## config.mk

```make
export PLATFORM = sky130hd
export DESIGN_NAME = etai_err_monitor_flat
export DESIGN_NICKNAME = d
export VERILOG_FILES = /design/src/rtl/etai_err_monitor_if.sv /design/src/rtl/etai_err_monitor.sv /design/src/flat_wrapper.sv
export SDC_FILE = /design/constraint.sdc
export NUM_CORES = 2
export LEC_CHECK = 0
export ABC_AREA = 1
export BUFFER_PORTS_ARGS = -buffer_cell sky130_fd_sc_hd__buf_4
export CORE_MARGIN = 10
export CORE_UTILIZATION = 65
export CTS_BUF_LIST = sky130_fd_sc_hd__clkbuf_4 sky130_fd_sc_hd__clkbuf_8 sky130_fd_sc_hd__clkbuf_16
export CTS_CLUSTER_SIZE = 20
export DETAILED_ROUTE_END_ITERATION = 12
export PLACE_DENSITY = 0.85
export RECOVER_POWER = 25
export SLEW_MARGIN = 10
export SYNTH_ARGS = -nofsm -noshare
export SYNTH_HDL_FRONTEND = slang
export SYNTH_SLANG_ARGS = --single-unit
```

## constraint.sdc

```tcl
create_clock -name Clk -period 13.05 [get_ports Clk]
set_input_delay 1.9575 -clock Clk [delete_from_list [all_inputs] [get_ports Clk]]
set_output_delay 1.9575 -clock Clk [all_outputs]
set_load 0.01 [all_outputs]
```

## src/rtl/etai_err_monitor_if.sv

```systemverilog
// ---------------------------------------------------------------------------
// etai_err_monitor_if
// Operand/result stream bundle for the ETAI error monitor.
//   in_valid  : operand pair valid            (master -> slave)
//   in_ready  : monitor accepts operands      (slave  -> master)
//   data_a/b  : signed operands, WIDTH bits   (master -> slave)
//   out_valid : per-sample result valid       (slave  -> master)
//   appx_sum  : ETAI result, WIDTH+1 signed   (slave  -> master)
//   exact_sum : exact result, WIDTH+1 signed  (slave  -> master)
// ---------------------------------------------------------------------------
interface etai_err_monitor_if #(
    parameter int WIDTH = 32
) ();
    logic                    in_valid;
    logic                    in_ready;
    logic signed [WIDTH-1:0] data_a;
    logic signed [WIDTH-1:0] data_b;
    logic                    out_valid;
    logic signed [WIDTH:0]   appx_sum;
    logic signed [WIDTH:0]   exact_sum;

    modport master (
        output in_valid, data_a, data_b,
        input  in_ready, out_valid, appx_sum, exact_sum
    );

    modport slave (
        input  in_valid, data_a, data_b,
        output in_ready, out_valid, appx_sum, exact_sum
    );
endinterface

```

## src/rtl/etai_err_monitor.sv

```systemverilog
// ---------------------------------------------------------------------------
// etai_err_monitor
// Runs an ETAI approximate adder next to an exact adder over a programmed
// window of operand pairs and accumulates error metrics in hardware.
// Ports:
//   Clk, Rst_n  : clock (rising edge), asynchronous active-low reset
//   start       : pulse, clears metrics and opens a window (IDLE/DONE only)
//   num_samples : window length, latched on an accepted start
//   bus         : operand/result stream (slave modport)
//   sum_ae      : saturating sum of |AE|
//   sum_se      : saturating sum of AE^2
//   max_ae      : largest |AE| seen in the window
//   err_cnt     : number of samples with AE != 0 (saturating)
//   busy / done : window in progress / window finished, metrics stable
// ---------------------------------------------------------------------------
module etai_err_monitor #(
    parameter int WIDTH = 32,
    parameter int SPLIT = 16,
    parameter int ACC_W = 96,
    parameter int CNT_W = 32
) (
    input  logic               Clk,
    input  logic               Rst_n,
    input  logic               start,
    input  logic [CNT_W-1:0]   num_samples,
    etai_err_monitor_if.slave  bus,
    output logic [ACC_W-1:0]   sum_ae,
    output logic [ACC_W-1:0]   sum_se,
    output logic [WIDTH+1:0]   max_ae,
    output logic [CNT_W-1:0]   err_cnt,
    output logic               busy,
    output logic               done
);
    localparam int UP_W  = WIDTH - SPLIT;
    localparam int AE_W  = WIDTH + 2;
    localparam int SQ_W  = 2 * AE_W;
    // One bit wider than both operands so a carry out of ACC_W is visible.
    localparam int EXT_W = ((ACC_W > SQ_W) ? ACC_W : SQ_W) + 1;

    typedef enum logic [1:0] {IDLE, RUN, DRAIN, DONE} state_t;

    state_t           state;
    logic [CNT_W-1:0] sample_cnt;
    logic [CNT_W-1:0] target;

    logic             s1_valid;
    logic [WIDTH-1:0] s1_a;
    logic [WIDTH-1:0] s1_b;
    logic             s2_valid;
    logic [AE_W-1:0]  s2_abs;
    logic             s3_valid;

    logic             transfer;
    logic [CNT_W-1:0] cnt_next;
    logic             metric_en;

    assign transfer  = bus.in_valid && bus.in_ready;
    assign cnt_next  = sample_cnt + CNT_W'(1);
    assign metric_en = s2_valid && ((state == RUN) || (state == DRAIN));

    // ETAI lower part: XOR until the first (from the MSB) position where both
    // operands are 1; that position and everything below it is forced to 1.
    logic [SPLIT-1:0] lower;
    logic             found;
    always_comb begin
        lower = '0;
        found = 1'b0;
        for (int i = SPLIT - 1; i >= 0; i--) begin
            if (found || (s1_a[i] && s1_b[i])) begin
                lower[i] = 1'b1;
                found    = 1'b1;
            end else begin
                lower[i] = s1_a[i] ^ s1_b[i];
            end
        end
    end

    // Upper part adds sign-extended upper slices with no carry from below.
    logic [UP_W:0]    upper;
    logic [WIDTH:0]   appx_c;
    logic [WIDTH:0]   exact_c;
    logic [AE_W-1:0]  ae;
    logic [AE_W-1:0]  abs_ae;

    assign upper   = {s1_a[WIDTH-1], s1_a[WIDTH-1:SPLIT]} + {s1_b[WIDTH-1], s1_b[WIDTH-1:SPLIT]};
    assign appx_c  = {upper, lower};
    assign exact_c = {s1_a[WIDTH-1], s1_a} + {s1_b[WIDTH-1], s1_b};
    assign ae      = {exact_c[WIDTH], exact_c} - {appx_c[WIDTH], appx_c};
    assign abs_ae  = ae[AE_W-1] ? -ae : ae;

    // Saturating accumulation: any bit above ACC_W means the sum overflowed.
    logic [SQ_W-1:0]  sq;
    logic [EXT_W-1:0] ae_ext;
    logic [EXT_W-1:0] se_ext;
    logic [ACC_W-1:0] sum_ae_next;
    logic [ACC_W-1:0] sum_se_next;

    assign sq          = SQ_W'(s2_abs) * SQ_W'(s2_abs);
    assign ae_ext      = EXT_W'(sum_ae) + EXT_W'(s2_abs);
    assign se_ext      = EXT_W'(sum_se) + EXT_W'(sq);
    assign sum_ae_next = (|ae_ext[EXT_W-1:ACC_W]) ? '1 : ae_ext[ACC_W-1:0];
    assign sum_se_next = (|se_ext[EXT_W-1:ACC_W]) ? '1 : se_ext[ACC_W-1:0];

    // Three-stage pipeline; it never stalls, so valids just shift along.
    always_ff @(posedge Clk or negedge Rst_n) begin
        if (!Rst_n) begin
            s1_valid      <= 1'b0;
            s1_a          <= '0;
            s1_b          <= '0;
            s2_valid      <= 1'b0;
            s2_abs        <= '0;
            s3_valid      <= 1'b0;
            bus.out_valid <= 1'b0;
            bus.appx_sum  <= '0;
            bus.exact_sum <= '0;
        end else begin
            s1_valid      <= transfer;
            if (transfer) begin
                s1_a <= bus.data_a;
                s1_b <= bus.data_b;
            end
            s2_valid      <= s1_valid;
            bus.out_valid <= s1_valid;
            if (s1_valid) begin
                bus.appx_sum  <= appx_c;
                bus.exact_sum <= exact_c;
                s2_abs        <= abs_ae;
            end
            s3_valid      <= s2_valid;
        end
    end

    // Window control plus metric registers; metrics only move in RUN/DRAIN,
    // so the clear on an accepted start never collides with an update.
    always_ff @(posedge Clk or negedge Rst_n) begin
        if (!Rst_n) begin
            state        <= IDLE;
            bus.in_ready <= 1'b0;
            busy         <= 1'b0;
            done         <= 1'b0;
            sample_cnt   <= '0;
            target       <= '0;
            sum_ae       <= '0;
            sum_se       <= '0;
            max_ae       <= '0;
            err_cnt      <= '0;
        end else begin
            case (state)
                IDLE, DONE: begin
                    if (start) begin
                        sample_cnt <= '0;
                        target     <= num_samples;
                        sum_ae     <= '0;
                        sum_se     <= '0;
                        max_ae     <= '0;
                        err_cnt    <= '0;
                        busy       <= 1'b1;
                        done       <= 1'b0;
                        if (num_samples == '0) begin
                            state        <= DRAIN;
                            bus.in_ready <= 1'b0;
                        end else begin
                            state        <= RUN;
                            bus.in_ready <= 1'b1;
                        end
                    end
                end
                RUN: begin
                    if (transfer) begin
                        sample_cnt <= cnt_next;
                        if (cnt_next == target) begin
                            state        <= DRAIN;
                            bus.in_ready <= 1'b0;
                        end
                    end
                end
                DRAIN: begin
                    if (!s1_valid && !s2_valid && !s3_valid) begin
                        state <= DONE;
                        busy  <= 1'b0;
                        done  <= 1'b1;
                    end
                end
                default: state <= IDLE;
            endcase

            if (metric_en) begin
                sum_ae <= sum_ae_next;
                sum_se <= sum_se_next;
                if (s2_abs > max_ae) begin
                    max_ae <= s2_abs;
                end
                if ((s2_abs != '0) && (err_cnt != '1)) begin
                    err_cnt <= err_cnt + CNT_W'(1);
                end
            end
        end
    end
endmodule

```

## src/flat_wrapper.sv

```systemverilog
// flat-port wrapper written by rule: the top's interface ports become plain ports
module etai_err_monitor_flat 
#(
    parameter int WIDTH = 32,
    parameter int SPLIT = 16,
    parameter int ACC_W = 96,
    parameter int CNT_W = 32
)
  (Clk, Rst_n, start, num_samples, sum_ae, sum_se, max_ae, err_cnt, busy, done, bus_in_valid, bus_data_a, bus_data_b, bus_in_ready, bus_out_valid, bus_appx_sum, bus_exact_sum);
  etai_err_monitor_if #(.WIDTH(WIDTH)) bus_i ();
  input  logic Clk;
  input  logic Rst_n;
  input  logic start;
  input  logic [CNT_W-1:0] num_samples;
  output logic [ACC_W-1:0] sum_ae;
  output logic [ACC_W-1:0] sum_se;
  output logic [WIDTH+1:0] max_ae;
  output logic [CNT_W-1:0] err_cnt;
  output logic busy;
  output logic done;
  input wire logic [$bits(bus_i.in_valid)-1:0] bus_in_valid;
  input wire logic [$bits(bus_i.data_a)-1:0] bus_data_a;
  input wire logic [$bits(bus_i.data_b)-1:0] bus_data_b;
  output wire logic [$bits(bus_i.in_ready)-1:0] bus_in_ready;
  output wire logic [$bits(bus_i.out_valid)-1:0] bus_out_valid;
  output wire logic [$bits(bus_i.appx_sum)-1:0] bus_appx_sum;
  output wire logic [$bits(bus_i.exact_sum)-1:0] bus_exact_sum;
  assign bus_i.in_valid = bus_in_valid;
  assign bus_i.data_a = bus_data_a;
  assign bus_i.data_b = bus_data_b;
  assign bus_in_ready = bus_i.in_ready;
  assign bus_out_valid = bus_i.out_valid;
  assign bus_appx_sum = bus_i.appx_sum;
  assign bus_exact_sum = bus_i.exact_sum;
  etai_err_monitor #(.WIDTH(WIDTH), .SPLIT(SPLIT), .ACC_W(ACC_W), .CNT_W(CNT_W)) u_core (.Clk(Clk), .Rst_n(Rst_n), .start(start), .num_samples(num_samples), .bus(bus_i), .sum_ae(sum_ae), .sum_se(sum_se), .max_ae(max_ae), .err_cnt(err_cnt), .busy(busy), .done(done));
endmodule
```

**Yosys cells after proc, flatten, opt, wreduce, memory -nomap -nowiden**

Cells that the tools add are included.

- Add/sub/neg operators: 8
- Multipliers: 1
- Magnitude comparators: 1
- Equal/unequal tests: 9
- Mux-type cells: 66
- Bitwise logic cells: 16
- Reductions and logical operators: 54

Operator list:

| cell | number |
|---|---|
| 2-to-1 mux 96 bit | 6 |
| 2-to-1 mux 32 bit | 6 |
| 2-to-1 mux 34 bit | 5 |
| adder 96 x 34 -> 97 bit | 1 |
| adder 96 x 68 -> 97 bit | 1 |
| multiplier 34 x 34 -> 68 bit | 1 |
| adder 32 x 1 -> 32 bit (second input constant) | 2 |
| one-hot mux 32 bit (2 select lines) | 1 |
| 2-to-1 mux 1 bit | 39 |
| > comparator 34 bit | 1 |
| negation 34 bit | 1 |
| nonzero test 34 bit | 1 |
| subtractor 33 x 33 -> 34 bit | 1 |
| adder 32 x 32 -> 33 bit | 1 |
| == test 32 bit | 1 |
| logical NOT 32 bit | 1 |
| inequality test 32 bit (second input constant) | 1 |
| logical AND 1 bit | 21 |
| adder 16 x 16 -> 17 bit | 1 |
| logical OR 1 bit | 16 |
| bitwise XOR 1 bit | 16 |
| 2-to-1 mux 2 bit | 5 |
| AND reduction 4 bit | 2 |
| nonzero test 2 bit | 4 |
| 11 further kinds | 20 |

- Register bits after elaboration: 494
- Input bits: 100
- Output and inout port bits: 328
- Logic and storage cells: 173

**Longest topological paths before layout**

- Depth after elaboration: 35
- Depth in mapped cells: 41
- Mapped depth without buffers: 41

**Least setup slack after synthesis**

Ideal clock, no wire load.

- Path type: reg2reg
- Start: register u_core.s2_abs[3]
- End: register u_core.sum_se[93]
- Setup time: 130 ps
- Arrival time: 7423 ps
- Data required time: 12920 ps
- Slack: 5497 ps
- Cell stages (with the launch flop): 38
- Buffers on the path: 2
- Period minus slack after synthesis: 7553 ps
- Cell sequence: dfrtp_1 > clkbuf_1 > clkbuf_1 > nand2_1 > fa_1 > fa_1 > inv_1 > fa_1 > inv_1 > fa_1 > inv_1 > fa_1 > inv_1 > fa_1 > inv_1 > fa_1 > inv_1 > fa_1 > (+2 left out) > a21oi_1 > inv_1 > a31oi_1 > inv_1 > a21oi_1 > inv_1 > a21oi_2 > inv_1 > a21oi_1 > o21ai_1 > nand2_1 > nand2_1 > nand3_1 > nand2_1 > nand3_1 > xor2_1 > o21ai_1 > o21ai_0

- Cells in the longest elaborated chain, start to end: 4

RTL lines:

| item | RTL line | source |
|---|---|---|
| start: declaration | etai_err_monitor.sv:50 | `logic [AE_W-1:0] s2_abs;` |
| start signal: assignment | etai_err_monitor.sv:127 | `s2_abs <= abs_ae;` |
| multiplier 34 x 34 -> 68 bit | etai_err_monitor.sv:98 | `assign sq = SQ_W'(s2_abs) * SQ_W'(s2_abs);` |
| adder 96 x 68 -> 97 bit | etai_err_monitor.sv:100 | `assign se_ext = EXT_W'(sum_se) + EXT_W'(sq);` |
| 2-to-1 mux 96 bit | etai_err_monitor.sv:102 | `assign sum_se_next = (\|se_ext[EXT_W-1:ACC_W]) ? '1 : se_ext[ACC_W-1:0];` |
| 2-to-1 mux 96 bit | etai_err_monitor.sv:187 | `if (metric_en) begin` |
| end signal: assignment | etai_err_monitor.sv:189 | `sum_se <= sum_se_next;` |
| end: declaration | etai_err_monitor.sv:28 | `output logic [ACC_W-1:0] sum_se,` |

No other way between the ends.
A chain may end at the register's enable or synchronous reset.

==> metrics.cfg <==
[placement]
place_congestion=1.00
dp.cells=9998
dp_hpwl_mm=174
portBuffers=427

[drt]
drcViolationCount=0
detail_route.first_pass.iterations=6
wl_per_cell_um=21.9
routed-via-count=58200
routed_via_density=5.76
drtAntennaViolNets=0
routed_wl_mm=221
drt_iter0_drc=5518

[floorplan]
num_io_pins=428
die_w_um=340
start_util_pct=65.4
num_rows=117
dieArea_sq_mm=0.115
core_sq_mm=0.102
die_y_um=340

[timing]
fin_crit_sh_pct=77.1
drv_slew=655
tns_ns=0
period_minus_slack_ns=10.06
final_hold_viol_count=0
setup_viol=0
fmax_mhz=99.4
maxSlewHeadroom_pct=-297
hold_slack_ns=0.427
fin_skew_ns=0.0481
worstMarginPinSlew_ns=5.96
rsz0062_at_grt=no

[yosys]
ys_async_sr_fraction_pct=100
ys_seq_area_share_pct=18.6
synth_xor_area_share_pct=3.89
muxShareOfSynthArea_pct=0.135
synth_top_family_by_area=adder cells
yosysMostFrequentCell=inv_1
yosysTopAreaCell=fa_1
synthDominantCellAreaShare_pct=29.9
mappedNetlistNets=9925
synth.distinct_cells=70
synth_cells=8401
yosys.area_share.simple_pct=17.0
yosysWarnings=0
synth_fa_ha_area_share_pct=38.0
synth_area_leaders=fa_1 30%, dfrtp_1 19%, inv_1 12%
synth_edf_count=0
synth_compound_area_share_pct=8.80
post_synth.cell_area_avg_sq_um=7.92
synth_seq_cells=494
ys_top_cells_by_count=2118 x inv_1, 1766 x nand2_1, 994 x fa_1, 495 x o21ai_0, 494 x dfrtp_1
syn-cell-area_sq_mm=0.0665
synthFlopType=dfrtp_1

[global_routing]
antenna_found_initial=13
grt_max_degree=185
grtUsageTotal_pct=38.6
grt_pass1_vias=62300
grt_pass1_wl_mm=348
grt-ovfl-total=0

[worst_setup_path]
critical_path_class=primary input to asynchronous set/reset pin
worstPathArrival_ns=10.75
path_buf_inv=3
cp-start-kind=primary input
crit_required_ns=13.74
end_kind=asynchronous set/reset pin
crit_chain=clkbuf_1 > clkbuf_2 > buf_4
cpLargestDelayFamily=buffers and inverters
cp_max_fo=168
max_stage_delay_ns=4.06
slowest_stage=clkbuf_1

[cts]
cts_buffers=59
max-clock-path-buffers=3
hold_buffers=0
cts_resized=0
cts_setup_buffers=0
clkLatencyLatePin_ns=0.73
htree_levels=2
clock-sinks=494
clkTransAtPathRegs_ns=0.07
root_buffer=clkbuf_16
cts_tree=yes

[run_status]
failed_checks=max-capacitance violations, max-slew violations
status=finished, violations left

[layout]
post-route-util_pct=71.8
drive_gt1_share_pct=8.00
areaGrowthSynthToFinish_pct=9.92
fillCellCount=7928
fin_cells=10100
final_nets=10200

[hold_path]
hold_class=flip-flop to flip-flop

[job]
maxCapViolCount=8

[metrics by stage]
stage	worst slack, ns	area, sq um
3_3_place_gp	3.73	70900
6_report	2.99	73100
2_1_floorplan	5.50	66500
5_1_grt	1.59	73100
3_5_place_dp	3.64	70900
4_1_cts	3.60	73100
[path summary, 6_finish.rpt]
kind                                 startpoint                end  slack, ns  depth (start not counted)
setup reg to reg               u_core.s2_abs[6]  u_core.sum_se[84]       3.18                         33
hold reg to reg            u_core.bus.out_valid    u_core.s3_valid       0.43                          0
hold / removal             u_core.bus.out_valid    u_core.s3_valid       0.43                          0
max in group Clk               u_core.s2_abs[6]  u_core.sum_se[84]       3.18                         33
setup / recovery                          Rst_n  u_core.sum_se[33]       2.99                          3
min in group asynchronous                 Rst_n  u_core.target[25]       3.40                          1
[worst register-to-register path, delay by kind of cell (launching register included)]
family,cells,cell delay (ns)
buffers and inverters,7,0.87
and+or+nand+nor,7,0.82
AOI/OAI and AO/OA,10,2.77
adders and majority gates,9,4.43
DFF,1,0.80
[state kept, by name, summed over array words and instances (netlist names), 2 cells and up]
| signal | flops |
|---|---|
| u_core.err_cnt | 32 |
| u_core.target | 32 |
| u_core.sum_se | 96 |
| u_core.s1_a | 32 |
| u_core.state | 2 |
| u_core.s1_b | 32 |
| u_core.bus.exact_sum | 33 |
| u_core.s2_abs | 34 |
| u_core.max_ae | 34 |
| u_core.sample_cnt | 32 |
| u_core.bus.appx_sum | 33 |
| u_core.sum_ae | 96 |
[area by class of cell]
| class | instances | area [sq um] | area share, % |
|---|---|---|---|
| Antenna cell | 4 | 10.0 | 0.0137 |
| Inverter | 2133 | 8010 | 11.0 |
| Timing Repair Buffer | 487 | 3650 | 4.99 |
| Tap cell | 1368 | 1710 | 2.34 |
| Clock inverter | 38 | 543 | 0.743 |
| Sequential cell | 494 | 12400 | 16.9 |
| Clock buffer | 74 | 1650 | 2.25 |
| Multi-Input combinational cell | 5516 | 45200 | 61.8 |
[cell usage in the layout (no fill, tap or decap), drive strengths merged, types with 5 or more instances in the layout]
master,netlist,layout
inv,2130,2132
nand2,1785,1785
fa,994,994
o21ai,548,548
dfrtp,494,494
buf,27,480
nor2,443,443
ha,430,430
a21oi,327,327
nand3,221,221
xor2,195,195
xnor2,99,99
nor3,99,99
nand4,81,81
clkbuf,231,81
a31oi,53,53
nor4,49,49
o22ai,32,32
o21a,27,27
clkinv,3,23
or2,14,14
o31ai,13,13
a21o,12,12
a21boi,11,11
nand3b,10,10
mux2i,9,9
a211oi,9,9
bufinv,0,9
o21bai,8,8
clkinvlp,0,7
o211ai,6,6
o221ai,5,5
and3,5,5
o2111ai,5,5
a22o,5,5
[cell families (layout without fill, tap and decap cells)]
logic type,count (synthesis),in the layout
multiplexers,9,9
other,0,4
flip-flops,494,494
AO/OA/AOI/OAI,1075,1075
XOR/XNOR,294,294
AND/OR/NAND/NOR,2714,2714
adder cells (fa/ha/maj),1424,1424
buffers and inverters,2391,2732
[routing by layer]
metal	wire [um]	vias to the layer above	global-route usage [%]	part of all wire [%]
met2	99000	3115	60.1	45
met3	24900	925	12.0	11
li1	-	25900	-	-
met4	16400	16	23.3	7.4
met5	98	-	0.250	0.044
met1	80900	28200	47.0	37
Power is not shown: default switching activity piles up to over one toggle a cycle in this logic, so the estimate is an artifact.
